**config.mk**
```make
export PLATFORM = sky130hd
export DESIGN_NAME = fetch_sequencer
export DESIGN_NICKNAME = d
export VERILOG_FILES = /design/src/rtl/fetch_sequencer.sv
export SDC_FILE = /design/constraint.sdc
export NUM_CORES = 1
export LEC_CHECK = 0
export CORE_MARGIN = 5
export CORE_UTILIZATION = 25
export DETAILED_ROUTE_END_ITERATION = 6
export PLACE_DENSITY = 0.53
export SLEW_MARGIN = 20
export SYNTH_ARGS = -nofsm -noshare
export SYNTH_HDL_FRONTEND = slang
export SYNTH_SLANG_ARGS = --single-unit
export TNS_END_PERCENT = 30
```
**constraint.sdc**
```tcl
create_clock -name Clk -period 2.4 [get_ports Clk]
set_clock_uncertainty 0.2 [all_clocks]
set_input_delay 0.6 -clock Clk [delete_from_list [all_inputs] [get_ports Clk]]
set_output_delay 0.6 -clock Clk [all_outputs]
set_load 0.005 [all_outputs]
```
**src/rtl/fetch_sequencer.sv**
```systemverilog
// fetch_sequencer
//   Program counter and fetch controller for a combinational instruction ROM.
//   Sequences one program run: IDLE -> RUN (from StartAddr) -> DONE, with a
//   Done handshake. Start is accepted again from DONE to launch a new run.
//
// Parameters
//   A     instruction address width (ROM depth 2**A)
//   OFFW  width of the signed relative branch offset carried in Target
//
// Ports
//   Clk          rising-edge clock
//   Reset_n      asynchronous active-low reset
//   Start        begin a run at StartAddr (IDLE/DONE only)
//   StartAddr    first instruction address
//   Stall        hold PC and state this cycle
//   Halt         current instruction is a halt
//   BranchEn     take a branch this cycle
//   BranchRel    1: PC + sext(Target[OFFW-1:0]), 0: Target
//   Target       absolute target, or offset in the low OFFW bits
//   Call         with BranchEn: save PC+1 as return address (link build only)
//   Ret          jump to the saved return address (link build only)
//   InstAddress  registered PC, drives the ROM address
//   FetchValid   high while running
//   Done         high once the run has halted
//
// Build option
//   FETCH_LINK_EN  adds a single link register for Call/Ret. When undefined
//                  Call and Ret are accepted but have no effect.
module fetch_sequencer #(
  parameter int A    = 10,
  parameter int OFFW = 6
) (
  input  logic         Clk,
  input  logic         Reset_n,
  input  logic         Start,
  input  logic [A-1:0] StartAddr,
  input  logic         Stall,
  input  logic         Halt,
  input  logic         BranchEn,
  input  logic         BranchRel,
  input  logic [A-1:0] Target,
  input  logic         Call,
  input  logic         Ret,
  output logic [A-1:0] InstAddress,
  output logic         FetchValid,
  output logic         Done
);

  typedef enum logic [1:0] {
    S_IDLE = 2'b00,
    S_RUN  = 2'b01,
    S_DONE = 2'b10
  } state_t;

  localparam logic [A-1:0] PC_ONE = A'(1);

  state_t       state_q, state_d;
  logic [A-1:0] pc_q, pc_d;
  logic [A-1:0] pc_inc;
  logic [A-1:0] rel_target;

  // All PC arithmetic is A bits wide, so wrap-around is implicit.
  assign pc_inc     = pc_q + PC_ONE;
  assign rel_target = pc_q + {{(A-OFFW){Target[OFFW-1]}}, Target[OFFW-1:0]};

`ifdef FETCH_LINK_EN
  logic [A-1:0] link_q, link_d;
`else
  logic unused_link_ports;
  assign unused_link_ports = Call ^ Ret;
`endif

  always_ff @(posedge Clk or negedge Reset_n) begin
    if (!Reset_n) begin
      state_q <= S_IDLE;
      pc_q    <= '0;
`ifdef FETCH_LINK_EN
      link_q  <= '0;
`endif
    end else begin
      state_q <= state_d;
      pc_q    <= pc_d;
`ifdef FETCH_LINK_EN
      link_q  <= link_d;
`endif
    end
  end

  // Priority inside RUN: Stall > Halt > Ret > BranchEn > increment.
  always_comb begin
    state_d = state_q;
    pc_d    = pc_q;
`ifdef FETCH_LINK_EN
    link_d  = link_q;
`endif
    case (state_q)
      S_IDLE, S_DONE: begin
        if (Start) begin
          state_d = S_RUN;
          pc_d    = StartAddr;
        end
      end
      S_RUN: begin
        if (!Stall) begin
          if (Halt) begin
            state_d = S_DONE;
          end
`ifdef FETCH_LINK_EN
          else if (Ret) begin
            pc_d = link_q;
          end
`endif
          else if (BranchEn) begin
            pc_d = BranchRel ? rel_target : Target;
`ifdef FETCH_LINK_EN
            if (Call) link_d = pc_inc;
`endif
          end else begin
            pc_d = pc_inc;
          end
        end
      end
      default: begin
        state_d = S_IDLE;
        pc_d    = '0;
      end
    endcase
  end

  assign InstAddress = pc_q;
  assign FetchValid  = (state_q == S_RUN);
  assign Done        = (state_q == S_DONE);

endmodule

```
After elaboration in Yosys (flattened, before gate mapping)
Index checks and enable logic that the tools add are counted.
{"block": "totals", "output_inout_bits": 12, "word_cells": 24, "input_bits": 29, "reg_bits": 12}
{"block": "op_classes", "eq_ne": 6, "mux": 10, "reduce_logical": 4, "addsub": 2}
{"cell": "10-bit 2-to-1 mux", "count": 5}
{"cell": "10-bit one-hot mux with 2 select lines", "count": 1}
{"cell": "10-bit by 1-bit adder with 10-bit output, second input constant", "count": 1}
{"cell": "10-bit adder", "count": 1}
{"cell": "2-bit != test, second input constant", "count": 4}
{"cell": "2-bit 2-to-1 mux", "count": 3}
{"cell": "3-bit AND reduction", "count": 2}
{"cell": "2-bit one-hot mux with 2 select lines", "count": 1}
{"cell": "2-bit by 1-bit == test with 1-bit output, second input constant", "count": 1}
{"cell": "2-bit == test, second input constant", "count": 1}
{"cell": "2-bit logical NOT", "count": 1}
{"cell": "2-bit OR reduction", "count": 1}

Longest topological paths before layout
Gate-level depths: netlist of the first run.
{"block": "depth", "depth_word": 6, "mapped_depth": 7, "mapped_depth_nobuf": 7}

Worst setup path before layout of the first run
No wires, ideal clock.
{"block": "synth_path", "path_kind": "input to register", "startpoint": "in Target[0]", "endpoint": "reg pc_q[8] (netlist: InstAddress[8])", "path_buffers": 0, "cell_stages": 7, "arrival_ps": 2078, "path_slack_ps": -3, "setup_ps": 125, "t_required_ps": 2075, "path_cell_list": "ha_1 fa_1 a211oi_2 o21ai_0 a211o_1 a21oi_1 o21ai_1"}
{"block": "synth_via", "elab_chain_len": 6}
{"item": "from (decl)", "line_no": "41", "rtl": "input logic [A-1:0] Target,"}
{"item": "10-bit adder", "line_no": "64", "rtl": "assign rel_target = pc_q + {{(A-OFFW){Target[OFFW-1]}}, Target[OFFW-1:0]};"}
{"item": "10-bit 2-to-1 mux", "line_no": "114", "rtl": "pc_d = BranchRel ? rel_target : Target;"}
{"item": "10-bit 2-to-1 mux", "line_no": "113", "rtl": "else if (BranchEn) begin"}
{"item": "10-bit 2-to-1 mux", "line_no": "105", "rtl": "if (Halt) begin"}
{"item": "10-bit 2-to-1 mux", "line_no": "104", "rtl": "if (!Stall) begin"}
{"item": "10-bit one-hot mux with 2 select lines", "line_no": "96", "rtl": "case (state_q)"}
{"item": "to (signal assigned)", "line_no": "82", "rtl": "pc_q <= pc_d;"}
{"item": "to (decl)", "line_no": "58", "rtl": "logic [A-1:0] pc_q, pc_d;"}
No other way between the ends. The select of a mux whose other input is x is not followed.
A chain may end at the register's enable or synchronous reset.

Worst setup path in the final report of the first run
{"block": "layout_path", "startpoint": "in Target[4]", "endpoint": "reg pc_q[5] (netlist: InstAddress[5])"}
The elaborated chain is that of the path after synthesis.

==> results of run 1 <==
==> routing by layer <==
layer / wire, um / vias to the layer above
met2: 2070 / 33
met3: 181 / 0
met1: 2071 / 719
met4: 0 / 0
li1: - / 774
met5: 0 / -
==> layout by cell type, fill, tap and decap left out, drive strengths merged, types with 3 or more instances in the layout <==
| master | count |
|---|---|
| and3 | 8 |
| ha | 10 |
| buf | 35 |
| dlygate4sd2 | 3 |
| inv | 6 |
| nand2 | 11 |
| nor2b | 4 |
| nand3 | 6 |
| clkdlybuf4s50 | 32 |
| o221ai | 4 |
| dfrtp | 12 |
| o21ai | 15 |
| nand2b | 5 |
| a211oi | 4 |
| o21a | 4 |
| xnor2 | 10 |
| clkbuf | 6 |
| a21oi | 16 |
| nand4 | 4 |
| nor2 | 11 |
==> worst register-to-register path, stage by stage (launching register included) <==
cell and delay, ns:
dfrtp_1 0.42, ha_1 0.29, a21o_1 0.18, and4_4 0.20, or3_1 0.32, a311oi_2 0.28
buf_4 0.16, o31ai_1 0.05
==> what timing repair did <==
action,CTS,global route
endpoints found under the hold margin,0,0
buffers inserted,1,0
gates resized for setup,17,8
hold buffers,0,0
pin swaps,8,8
endpoints found under the setup margin,7,4
==> logic make-up (layout without fill, tap and decap cells) <==
logic type / count (synthesis) / count (layout) / share of synthesized area [%]
AOI/OAI and AO/OA: 61 / 61 / 31.01
xor gates and xnor gates: 11 / 11 / 7.169
adders and majority gates: 11 / 11 / 10.80
buffers and inverters: 12 / 83 / 4.096
DFF: 12 / 12 / 22.35
muxes: 3 / 3 / 2.328
and+or+nand+nor: 57 / 57 / 22.25
==> where the power goes <==
| group | switching [mW] | internal (mW) |
|---|---|---|
| Sequential | 0.138 | 0.299 |
| Clock | 0.0753 | 0.145 |
| Combinational | 0.806 | 0.995 |
==> sequential cells by signal, indices dropped and copies added, names as in the netlist <==
signal       flops
state_q          2
InstAddress     10
==> per-stage QoR <==
stage                     setup slack (ns)  instance area, um^2  setup TNS, ns
after global routing             -0.002412                 2168      -0.002412
after CTS                         0.004911                 2157              0
after global placement             -0.5439                 2037         -3.400
after floorplan                    0.02146                 1346              0
after detailed placement           -0.5598                 2037         -3.578
final                              0.08082                 2168              0
==> worst max path at each step <==
stage | startpoint | end | slack (ns)
floorplan | Target[0] | InstAddress[8]$_DFFE_PN0P_ | 0.02
global placement | Target[0] | InstAddress[8]$_DFFE_PN0P_ | -0.54
detailed placement | Target[0] | InstAddress[6]$_DFFE_PN0P_ | -0.56
CTS | Target[1] | InstAddress[5]$_DFFE_PN0P_ | 0.005
global route | Target[4] | InstAddress[5]$_DFFE_PN0P_ | -0.002
finish | Target[4] | InstAddress[5]$_DFFE_PN0P_ | 0.08
==> final cells by class <==
type,count,area [um^2],area share (%)
clock buffers,4,55.05,2.539
inverters,6,22.52,1.039
multi-input cells,143,1071,49.39
flip-flops and latches,12,300.3,13.85
well taps,70,87.58,4.039
repair buffers,73,631.9,29.14
==> results.md, run 1 <==
* Worst path buffer plus inverter count at 2
* Primary FF master, synth: dfrtp_1
* Top delay family on crit path: compound AO/OA/AOI/OAI gates
* Reg2reg start: InstAddress[1]$_DFFE_PN0P_
* CP Data Arrival Time at 2.24 ns
* Vias per cell at 4.955
* Tcrit/Tclk final at 96.63%
* Max-cap violations at 0
* HP Class: flop to flop
* DRT iter0 DRCs at 66
* Total Routed Length at 4323 um
* Max Clk Rate at 431.2 MHz
* Final period demand of the worst path at 2.319 ns
* Mapped Nets at 207
* Worst Tran Pin Value at 0.5884 ns
* Die Ht at 83.32 um
* Worst hold margin at 0.3257 ns
* GRT Max-Usage Layer: met2
* Yosys warning count at 0
* DRC violations left at 0
* Final antenna-violating net count at 0
* Site Rows at 26
* Drt first pass iters at 4
* Post-layout power at 2.458 mW
* Total CTS buffers at 3
* Worst Setup Start Kind: input port
* IO Port Bufs at 38
* Syn Area/Cell at 8.047 um^2
* Reg2reg end: InstAddress[5]$_DFFE_PN0P_
* Distinct cell type count of the synthesized netlist at 48
* Pwr Density at 1134 nW/um^2
* Top cell type by total area after synthesis: dfrtp_1
* Post-synth top area share at 22.35%
* Max-slew headroom at 60.65%
* Area Overhead vs Synth at 61.36%
* R2R Setup Slk at 0.18 ns
* Lkg Pwr at 0.9480 nW
* Crit-path max cell delay at 0.36 ns
* Final setup violation count at 0
* Final Hold Violating Endpoints at 0
* Wire per inst at 14.04 um
* CTS tree: done
* Crit-path cells: dlygate4sd2_1, ha_4, a21oi_2, nand2_1, or3_1, a311oi_2, buf_4, o31ai_1
* Non-filler cells, final at 308
* Clk slew on worst S/H paths at 0.05 ns
* Async SR Flop Fraction at 100.0%
* Mapped Cells at 167
* Most common cell in the netlist: a21oi_1
* First-pass GRT wire length at 7210 um
* Placed Instances at 303
* Gpl congestion at 0.8090
* Hold path startpoint: state_q[1]$_DFFE_PN0P_
* Nets at 279
* FF+latch count, synth at 12
* Layout fillers at 542
* WHS Path Cells at 1
* Total number of vias at 1,526
* CTS HTree Levels at 1
* Global route overflow at 0
* Clock root buffer: clkbuf_8
* Detail Placement HPWL at 3528 um
* Result of the run: completed
* Top cells by area, synth: dfrtp_1 (22%), ha_1 (9.3%), xnor2_1 (6.5%), a21oi_1 (5.6%), o21ai_0 (4.8%)
* CTS Buffer Depth at 2
* Grt met2 use at 20.85%
* Die area at 6941 um^2
* VDD IR max at 0.4608 mV
* Core Box Area at 5172 um^2
* Inserted Diodes at 0
* Final Slew Violations at 0
* GR Util met1 at 17.06%
* Initial Util at 25.98%
* Initial antenna violation count at 0
* Share of layout cells above drive strength 1 at 24.79%
* Clock latency on the worst-skew pair at 0.24 ns
* Worst path required time at 2.32 ns
* Number of synthesized flops with an enable pin at 0
* Post-Route Utilization at 41.92%
* Largest net degree at the start of global routing at 14
* CP endpoint kind: flop
* Worst setup path class: input port to flop
* Slowest cell on crit path: or3_1
* Top Ports at 41
* Worst reg2reg path depth at 7
* CP Depth at 8
* WHS Endpoint: state_q[1]$_DFFE_PN0P_
* Number of global-route vias before repair at 1,502
* Die W at 83.32 um
* Grt met3 use at 2.970%
* Post-synthesis sequential area ratio at 22.35%
* Overall Global Routing Usage at 12.45%
* CP Max Fanout at 6
* Clock Sinks at 12
* Area of the mapped netlist at 1344 um^2
* Synth top cells by count: a21oi_1 (15), o21ai_0 (13), dfrtp_1 (12)
Note: power is estimated with default switching activity, not from simulation.
==> run 2: changes to the inputs <==
Settings changed: SLEW_MARGIN 20 to not set.
==> results of run 2 <==
Final layout, timing and power as in run 1 (identical DEF).
